**config.mk**
```make
export PLATFORM = sky130hd
export DESIGN_NAME = fir_sample_source
export DESIGN_NICKNAME = d
export VERILOG_FILES = /design/src/rtl/fir_src_pkg.sv /design/src/rtl/sample_ram.sv /design/src/rtl/fir_sample_source.sv
export SDC_FILE = /design/constraint.sdc
export NUM_CORES = 1
export LEC_CHECK = 0
export ABC_AREA = 1
export BUFFER_PORTS_ARGS = -buffer_cell sky130_fd_sc_hd__buf_2
export CORE_ASPECT_RATIO = 0.7
export CORE_UTILIZATION = 45
export CTS_CLUSTER_SIZE = 30
export DETAILED_ROUTE_END_ITERATION = 10
export HOLD_SLACK_MARGIN = 0.06
export PLACE_DENSITY = 0.63
export SLEW_MARGIN = 10
export SYNTH_ARGS = -nofsm -noshare
export SYNTH_HDL_FRONTEND = slang
export SYNTH_SLANG_ARGS = --single-unit
export TNS_END_PERCENT = 1
```
**constraint.sdc**
```tcl
create_clock -name Clk -period 1.34 [get_ports Clk]
set_clock_uncertainty 0.05 [all_clocks]
set_input_delay 0 -clock Clk [delete_from_list [all_inputs] [get_ports Clk]]
set_output_delay 0 -clock Clk [all_outputs]
set_load 0.005 [all_outputs]
```
**src/rtl/fir_src_pkg.sv**
```systemverilog
// Shared definitions for the FIR stimulus source: playback states and the
// default widths that match the FIR_Filter datapath.
package fir_src_pkg;

  // Playback controller states
  typedef enum logic [0:0] {
    S_IDLE = 1'b0,
    S_PLAY = 1'b1
  } src_state_e;

  // Default sample width and buffer address width shared with FIR_Filter
  localparam int unsigned N_DEF     = 16;
  localparam int unsigned ADDR_DEF  = 5;
  // Default width of the sample-period divider
  localparam int unsigned DIV_W_DEF = 8;

endpackage : fir_src_pkg

```
**src/rtl/sample_ram.sv**
```systemverilog
// Sample buffer: one synchronous write port, one asynchronous read port.
// Contents are deliberately not reset so a loaded pattern survives a reset.
module sample_ram #(
  parameter int unsigned N    = 16,
  parameter int unsigned ADDR = 5
) (
  input  logic            clk_i,
  input  logic            wr_en_i,
  input  logic [ADDR-1:0] wr_addr_i,
  input  logic [N-1:0]    wr_data_i,
  input  logic [ADDR-1:0] rd_addr_i,
  output logic [N-1:0]    rd_data_o
);

  logic [N-1:0] mem_q [2**ADDR];

  // Synchronous write; a read of the same word in the same cycle sees old data
  always_ff @(posedge clk_i) begin
    if (wr_en_i) begin
      mem_q[wr_addr_i] <= wr_data_i;
    end
  end

  assign rd_data_o = mem_q[rd_addr_i];

endmodule : sample_ram

```
**src/rtl/fir_sample_source.sv**
```systemverilog
// Programmable sample source feeding the FIR_Filter Xin stream.
// Plays a buffer once or in a loop with a programmable period, then drives
// zeros so the filter flushes. All outputs are registered.
module fir_sample_source
  import fir_src_pkg::*;
#(
  parameter int unsigned N     = N_DEF,
  parameter int unsigned ADDR  = ADDR_DEF,
  parameter int unsigned DIV_W = DIV_W_DEF
) (
  input  logic             Clk,
  input  logic             Rst,
  input  logic             wr_en,
  input  logic [ADDR-1:0]  wr_addr,
  input  logic [N-1:0]     wr_data,
  input  logic             start,
  input  logic             stop,
  input  logic             loop,
  input  logic [ADDR-1:0]  len,
  input  logic [DIV_W-1:0] div,
  output logic [N-1:0]     Xout,
  output logic             Xvalid,
  output logic             busy,
  output logic             done
);

  localparam logic [ADDR-1:0]  ADDR_ONE = ADDR'(1);
  localparam logic [DIV_W-1:0] CNT_ONE  = DIV_W'(1);

  src_state_e       state_q,  state_d;
  logic [ADDR-1:0]  addr_q,   addr_d;
  logic [DIV_W-1:0] cnt_q,    cnt_d;
  logic [ADDR-1:0]  len_q,    len_d;
  logic [DIV_W-1:0] div_q,    div_d;
  logic             final_q,  final_d;   // last sample of a one-shot pass issued
  logic [N-1:0]     xout_q,   xout_d;
  logic             xvalid_q, xvalid_d;
  logic             busy_q,   busy_d;
  logic             done_q,   done_d;
  logic [N-1:0]     rd_data_s;

  sample_ram #(
    .N    (N),
    .ADDR (ADDR)
  ) u_ram (
    .clk_i     (Clk),
    .wr_en_i   (wr_en),
    .wr_addr_i (wr_addr),
    .wr_data_i (wr_data),
    .rd_addr_i (addr_q),
    .rd_data_o (rd_data_s)
  );

  // Next-state logic: start/stop handling, period counter, sample issue
  always_comb begin
    state_d  = state_q;
    addr_d   = addr_q;
    cnt_d    = cnt_q;
    len_d    = len_q;
    div_d    = div_q;
    final_d  = final_q;
    xout_d   = xout_q;
    xvalid_d = 1'b0;
    busy_d   = busy_q;
    done_d   = 1'b0;

    case (state_q)
      S_IDLE: begin
        xout_d = '0;
        busy_d = 1'b0;
        if (start && !stop) begin
          state_d = S_PLAY;
          len_d   = len;
          div_d   = div;
          addr_d  = '0;
          cnt_d   = '0;
          final_d = 1'b0;
          busy_d  = 1'b1;
        end else begin
          state_d = S_IDLE;
        end
      end

      S_PLAY: begin
        busy_d = 1'b1;
        if (stop) begin
          // Abort: zero the outputs, no done pulse
          state_d = S_IDLE;
          addr_d  = '0;
          cnt_d   = '0;
          final_d = 1'b0;
          xout_d  = '0;
          busy_d  = 1'b0;
        end else begin
          // cnt walks 0..div_q; the compare-to-wrap needs no extra width
          if (cnt_q == div_q) begin
            cnt_d = '0;
          end else begin
            cnt_d = cnt_q + CNT_ONE;
          end

          if (cnt_q == '0) begin
            if (final_q) begin
              // One period after the final sample: finish the pass
              state_d = S_IDLE;
              addr_d  = '0;
              cnt_d   = '0;
              final_d = 1'b0;
              xout_d  = '0;
              busy_d  = 1'b0;
              done_d  = 1'b1;
            end else begin
              xout_d   = rd_data_s;
              xvalid_d = 1'b1;
              if (addr_q != len_q) begin
                addr_d = addr_q + ADDR_ONE;
              end else if (loop) begin
                addr_d = '0;
              end else begin
                final_d = 1'b1;
              end
            end
          end else begin
            xvalid_d = 1'b0;
          end
        end
      end

      default: begin
        state_d = S_IDLE;
        addr_d  = '0;
        cnt_d   = '0;
        final_d = 1'b0;
        xout_d  = '0;
        busy_d  = 1'b0;
      end
    endcase
  end

  // State, counters, latched controls and output registers
  always_ff @(posedge Clk) begin
    if (Rst) begin
      state_q  <= S_IDLE;
      addr_q   <= '0;
      cnt_q    <= '0;
      len_q    <= '0;
      div_q    <= '0;
      final_q  <= 1'b0;
      xout_q   <= '0;
      xvalid_q <= 1'b0;
      busy_q   <= 1'b0;
      done_q   <= 1'b0;
    end else begin
      state_q  <= state_d;
      addr_q   <= addr_d;
      cnt_q    <= cnt_d;
      len_q    <= len_d;
      div_q    <= div_d;
      final_q  <= final_d;
      xout_q   <= xout_d;
      xvalid_q <= xvalid_d;
      busy_q   <= busy_d;
      done_q   <= done_d;
    end
  end

  assign Xout   = xout_q;
  assign Xvalid = xvalid_q;
  assign busy   = busy_q;
  assign done   = done_q;

endmodule : fir_sample_source

```
==> run summary, run 1 <==
status: finished with violations
failing checks: negative setup slack
critical path class: reg2reg
detailed placement HPWL: 40.0 mm
number of buffers created by CTS: 53
H-tree depth: 2
grt ovf: 0
hold crit path type: in2reg
Routed Antenna Nets: 0
CTS tree: done
hold-critical path endpoint: addr_q[3]
largest net degree at the start of global routing: 43
Setup WS post-layout: -0.446 ns
Synth top area share: 0.671
P_leak: 0.0112 µW
Clock Path Buffers: 3
placed insts: 2893
cell depth of the worst flop-to-flop path: 12
power share of the clock group: 0.382
wire length per cell: 22.2 µm
Internal: 29300 µW
first-pass GRT wire length: 99.4 mm
peak supply drop: 0.954 mV
Post-Syn Instances: 2089
Clock transition at path regs: 0.06 ns
Pwr Density: 1310 nW/µm²
Psw: 9320 µW
Die Span Y: 191 µm
vias post-DR: 16.9k
drc violations: 0
later-pin clock latency in the skew report: 0.60 ns
vias per cell: 5.53
final setup violating endpoints: 45
CP required: 1.74 ns
Post-Layout Cell Count: 3059
root buf cell: clkbuf_16
GRT Util Overall: 0.260
proportion of power drawn by combinational gates: 0.114
Max Clk Rate: 560 MHz
Layout area overhead: 28.9%
CP startpoint kind: flop
RSZ-0062 raised after global routing: true
row cnt: 68
Synth Flop Type: edfxtp_1
Initial Utilization: 0.461
Cell Area, Synth: 22900 µm²
clock sink count: 563
CP max FO: 8
total negative slack: -10.91 ns
Hold Violations, Final: 0
drt pass-1 iters: 5
Worst Setup End Kind: flop
hold depth: 7
top cells by area, synth: edfxtp_1 67%, nand2_1 14%, nand3_1 8.4%, dfxtp_1 4.5%, buf_2 1.2%
Mapped Avg Cell Area: 11.0 µm²
Post-Route WL: 68.0 mm
Hold Startpoint: loop
syn nets: 2132
Pins Over Slew Limit: 0
layout cell share with drive strength beyond 1: 0.227
switching part of the total power: 0.241
Least-Margin Pin Slew: 0.733 ns
Synth cell types: 32
ys async rst share: 0
Syn. warnings: 0
top post-synthesis cells by count: 835 x nand2_1, 512 x edfxtp_1, 386 x nand3_1
die area: 51900 µm²
vias in the first global route: 16.0k
Sequential Power Share: 0.504
Critical R2R Capture: Xout[1]
Port Buffers: 58
dpl ws: -0.700 ns
initial antenna violation count: 3
WP data arrival: 2.18 ns
maximum capacitance violations: 0
number of synthesized flops with an enable pin: 512
sequential share of the synthesized area: 0.715
Rel. slew slack: 0.511
Routability Congestion: 0.872
Period minus WS final: 1.79 ns
Net count, final: 2394
area leader, netlist: edfxtp_1
initial DRC count: 2156
Seq cells post-synth: 563
final worst path period share: 1.33
# IOs: 59
Register-to-Register Setup Slack: -0.45 ns
Die Wd: 272 µm
most numerous cell in the Yosys netlist: nand2_1
Core Region: 49800 µm²
[cells in the final DEF (no fill, tap or decap), drive strengths merged, types with 5 or more instances in the layout]
master and n:
edfxtp 512, xnor2 5, nand2 837, buf 276, clkinv 20, dfxtp 51
nand4 5, nand3 387, clkbuf 75, nor2 62, o21ai 18, dlygate4sd3 38
inv 49, a21oi 32, nor3 5
[power by group through the flow]
stage          logic (µW)  clock network (µW)  registers [µW]
4_1_cts              4070               14900           19500
5_1_grt              4730               15500           19500
3_5_place_dp         3420                   0           19900
3_3_place_gp         3390                   0           19800
6_report             4390               14800           19500
2_1_floorplan        1940                   0           19800
[cells by family (layout without fill, tap and decap cells)]
family                     count (synthesis)  in the layout  synth area share
buffers and inverters                    161            465            0.0313
other                                      0              1                 0
AOI/OAI and AO/OA                         56             56            0.0127
adders and majority gates                  3              3           0.00164
xor gates and xnor gates                   7              7           0.00267
and+or+nand+nor                         1299           1299             0.237
DFF                                      563            563             0.715
[flip-flops by register name (all words and copies together) (netlist names), named ones only]
name         count
div_q            8
u_ram.mem_q    512
addr_q           5
Xout            16
busy             1
cnt_q            8
done             1
final_q          1
len_q            5
Xvalid           1
[layout make-up]
| class | instances | area (µm²) |
|---|---|---|
| antenna | 1 | 2.50 |
| clock buffer | 70 | 1460 |
| clock inverter | 27 | 214 |
| fill | 3846 | 20200 |
| inverter | 45 | 203 |
| multi-input combinational | 1365 | 6690 |
| sequential | 563 | 16400 |
| tap | 665 | 832 |
| timing repair buffer | 321 | 3730 |
| timing repair inverter | 2 | 22.5 |
[what timing repair did]
| item | 4_1_cts | 5_1_grt |
|---|---|---|
| setup endpoints to repair | 44 | 106 |
| endpoints found under the hold margin | 581 | 0 |
| hold buffers | 38 | 0 |
| gates cloned | 10 | 5 |
| resized for setup | 138 | 104 |
| pin swaps | 31 | 57 |
| setup buffers | 14 | 2 |
[worst max-delay path, cell delays in order, from the launching register on]
cell       delay (ns)
dfxtp_4          0.37
buf_12           0.16
clkinv_16        0.09
buf_16           0.17
buf_8            0.13
nand2_2          0.06
nand3_2          0.07
nand2_2          0.08
nand2_1          0.07
nand3_2          0.12
nand3_2          0.11
nand3_2          0.10
a21oi_1          0.06
[per-layer routing]
metal,routed length [µm],vias to the layer above,track usage
li1,-,7734,-
met4,1130,6,0.0666
met5,125,-,0.0141
met3,7850,92,0.0859
met1,29500,8252,0.374
met2,29400,830,0.378
[worst max path at each step]
stage,start,to,cells after the start,slack [ns]
3_5_place_dp,flop,Xout[7],11,-0.70
4_1_cts,flop,Xout[2],12,-0.38
3_3_place_gp,flop,Xout[7],10,-0.71
5_1_grt,flop,Xout[4],12,-0.50
2_1_floorplan,wr_addr[1],u_ram.mem_q[0][0],3,-0.09
6_report,flop,Xout[1],12,-0.45
[through the flow]
step,total power (µW),area [µm²],utilization,hold WS [ns]
after floorplan,21800,23200,-,0.0287
after global placement,23200,25900,0.520,0.172
after detailed placement,23300,25900,0.520,0.177
after CTS,38400,29000,0.582,0.0831
after global routing,39800,29600,0.594,0.130
final,38600,29600,0.594,0.115
(Power assumes the default switching activity.)
==> run 2, diff against run 1 <==
--- a/config.mk
+++ b/config.mk
@@ -6,13 +6,13 @@
 export NUM_CORES = 1
 export LEC_CHECK = 0
 export ABC_AREA = 1
-export BUFFER_PORTS_ARGS = -buffer_cell sky130_fd_sc_hd__buf_2
 export CORE_ASPECT_RATIO = 0.7
 export CORE_UTILIZATION = 45
 export CTS_CLUSTER_SIZE = 30
 export DETAILED_ROUTE_END_ITERATION = 10
+export DONT_BUFFER_PORTS = 1
 export HOLD_SLACK_MARGIN = 0.06
-export PLACE_DENSITY = 0.63
+export PLACE_DENSITY = 0.62
 export SLEW_MARGIN = 10
 export SYNTH_ARGS = -nofsm -noshare
 export SYNTH_HDL_FRONTEND = slang
==> run 2 against run 1 <==
  * The run still ends with negative setup slack left
  * Non-clock buffer count down 48
  * Via count down 2.2%
  * Clock power about the same
  * Setup slack worse by 0.056 ns
  * Register-to-register slack worse by 0.06 ns
  * Sequential power about the same
  * Cell area down 1.4%
  * Critical path type unchanged
  * Largest cell class unchanged
  * Largest power group unchanged
==> run summary, run 2 (synthesis gave the netlist of run 1 again) <==
status: finished with violations
failing checks: negative setup slack
Max Clk Rate: 543 MHz
CTS tree: done
crit-path leading delay family: buffers and inverters
die area: 51900 µm²
Clock Path Buffers: 3
# IOs: 59
commonest non-fill, non-tap cell in the layout: nand2_1
Post-Route WL: 67.0 mm
maximum capacitance violations: 0
Post-Layout Cell Count: 3005
first-pass GRT wire length: 98.6 mm
row cnt: 68
Reg with most FFs: u_ram.mem_q
WP data arrival: 2.28 ns
Port Buffers: 0
Least-Margin Pin Slew: 0.682 ns
Register-to-Register Setup Slack: -0.50 ns
Diodes inserted: 0
most frequent cells in the layout: 802 x nand2_1, 512 x edfxtp_1, 308 x nand3_1, 119 x buf_4, 82 x buf_12
CP max FO: 7
initial DRC count: 2268
worst path cell trace: buf_12 -> buf_16 -> buf_16 -> buf_8 -> nand2_1 -> nand3_1 -> nand2_1 -> nand2_1 -> nand3_2 -> nand3_2 -> nand3_2 -> a21oi_1
Hold Violations, Final: 0
Period minus WS final: 1.84 ns
Critical path buffers and inverters: 4
initial antenna violation count: 1
Hold Startpoint: wr_en
vias per cell: 5.50
placed insts: 2830
Net count, final: 2342
GRT Util Overall: 0.256
number of buffers created by CTS: 51
peak supply drop: 1.00 mV
hold-critical path endpoint: u_ram.mem_q[22][4]
H-tree depth: 2
Clock transition at path regs: 0.07 ns
Critical R2R Capture: Xout[3]
vias post-DR: 16.5k
hold crit path type: in2reg
layout cell share with drive strength beyond 1: 0.196
Setup WS post-layout: -0.502 ns
wire length per cell: 22.3 µm
clock sink count: 563
Layout area overhead: 27.2%
Routability Congestion: 0.862
Initial Utilization: 0.461
total negative slack: -11.29 ns
grt ovf: 0
Critical Path Max Stage Delay: 0.42 ns
Pwr Density: 1310 nW/µm²
drt pass-1 iters: 6
final worst path period share: 1.37
CP required: 1.78 ns
hold depth: 3
Rel. slew slack: 0.544
largest net degree at the start of global routing: 34
detailed placement HPWL: 39.5 mm
Routed Antenna Nets: 0
Pins Over Slew Limit: 0
drc violations: 0
Die Span Y: 191 µm
root buf cell: clkbuf_16
slowest CP cell: dfxtp_4
later-pin clock latency in the skew report: 0.58 ns
P_leak: 0.0109 µW
RSZ-0062 raised after global routing: true
final setup violating endpoints: 46
Die Wd: 272 µm
critical path class: reg2reg
max FFs per register: 512
Fill cells: 3977
cell depth of the worst flop-to-flop path: 12
vias in the first global route: 15.7k
Core Region: 49800 µm²
CP startpoint kind: flop
Worst Setup End Kind: flop
==> run 2: cell count changes in the layout (fill, tap and decap cells not counted), sizes merged, moves of 3 or more <==
| cell | change |
|---|---|
| buf | -55 |
| clkinv | -14 |
| clkbuf | +14 |
| inv | -3 |
| dlygate4sd3 | +4 |
==> run 2: worst max-delay path by stage <==
stage / end / depth (start not counted)
floorplan: u_ram.mem_q[0][0] / 3
global placement: Xout[9] / 11
detailed placement: Xout[9] / 11
global route: Xout[1] / 12
CTS: Xout[12] / 12
finish: Xout[3] / 12
==> run 2: stage by stage <==
| stage | util | hold slack [ns] | area [µm²] | total power (µW) | setup WS [ns] |
|---|---|---|---|---|---|
| 6_report | 0.586 | 0.0732 | 29200 | 38300 | -0.502 |
| 5_1_grt | 0.586 | 0.0986 | 29200 | 39400 | -0.545 |
| 4_1_cts | 0.574 | -0.588 | 28600 | 38100 | -0.456 |
| 3_5_place_dp | 0.512 | 0.0252 | 25500 | 22800 | -0.728 |
| 3_3_place_gp | 0.512 | 0.0243 | 25500 | 22800 | -0.641 |
| 2_1_floorplan | - | 0.0287 | 23200 | 21800 | -0.0928 |
==> run 2: report_power, final <==
part / switching (µW) / internal, µW
logic: 2510 / 1720
registers: 101 / 19400
clock network: 6280 / 8280
total: 8890 / 29400
==> run 2: worst reg2reg max path, cell delays in order (launching register included) <==
cell and delay [ns]:
dfxtp_4 0.42, buf_12 0.17, buf_16 0.16, buf_16 0.14, buf_8 0.13, nand2_1 0.06, nand3_1 0.07, nand2_1 0.05
nand2_1 0.08, nand3_2 0.10, nand3_2 0.11, nand3_2 0.07, a21oi_1 0.15
==> run 2: per-layer routing <==
layer  wire [µm]  global-route usage  vias up
met5           0                   0        -
met4        1260              0.0672        0
met3        7170              0.0564       80
met2       29000               0.366      812
met1       29600               0.392     8025
li1            -                   -     7619
==> run 2: layout make-up <==
cell class              count  area (µm²)  share of cell area
multi-input cells        1365        6440               0.221
repair buffers            273        3650               0.125
clock inverters            12         164             0.00562
clock buffers              82        1470              0.0505
flip-flops and latches    563       16400               0.563
inverters                  45         189             0.00648
well taps                 665         832              0.0285
==> run 2: timing repair <==
item,CTS,global route
setup buffers,7,1
gates resized for setup,94,85
pin swaps,14,31
cloned,8,7
setup endpoints to repair,43,49
endpoints found under the hold margin,1059,23
hold buffers,57,2
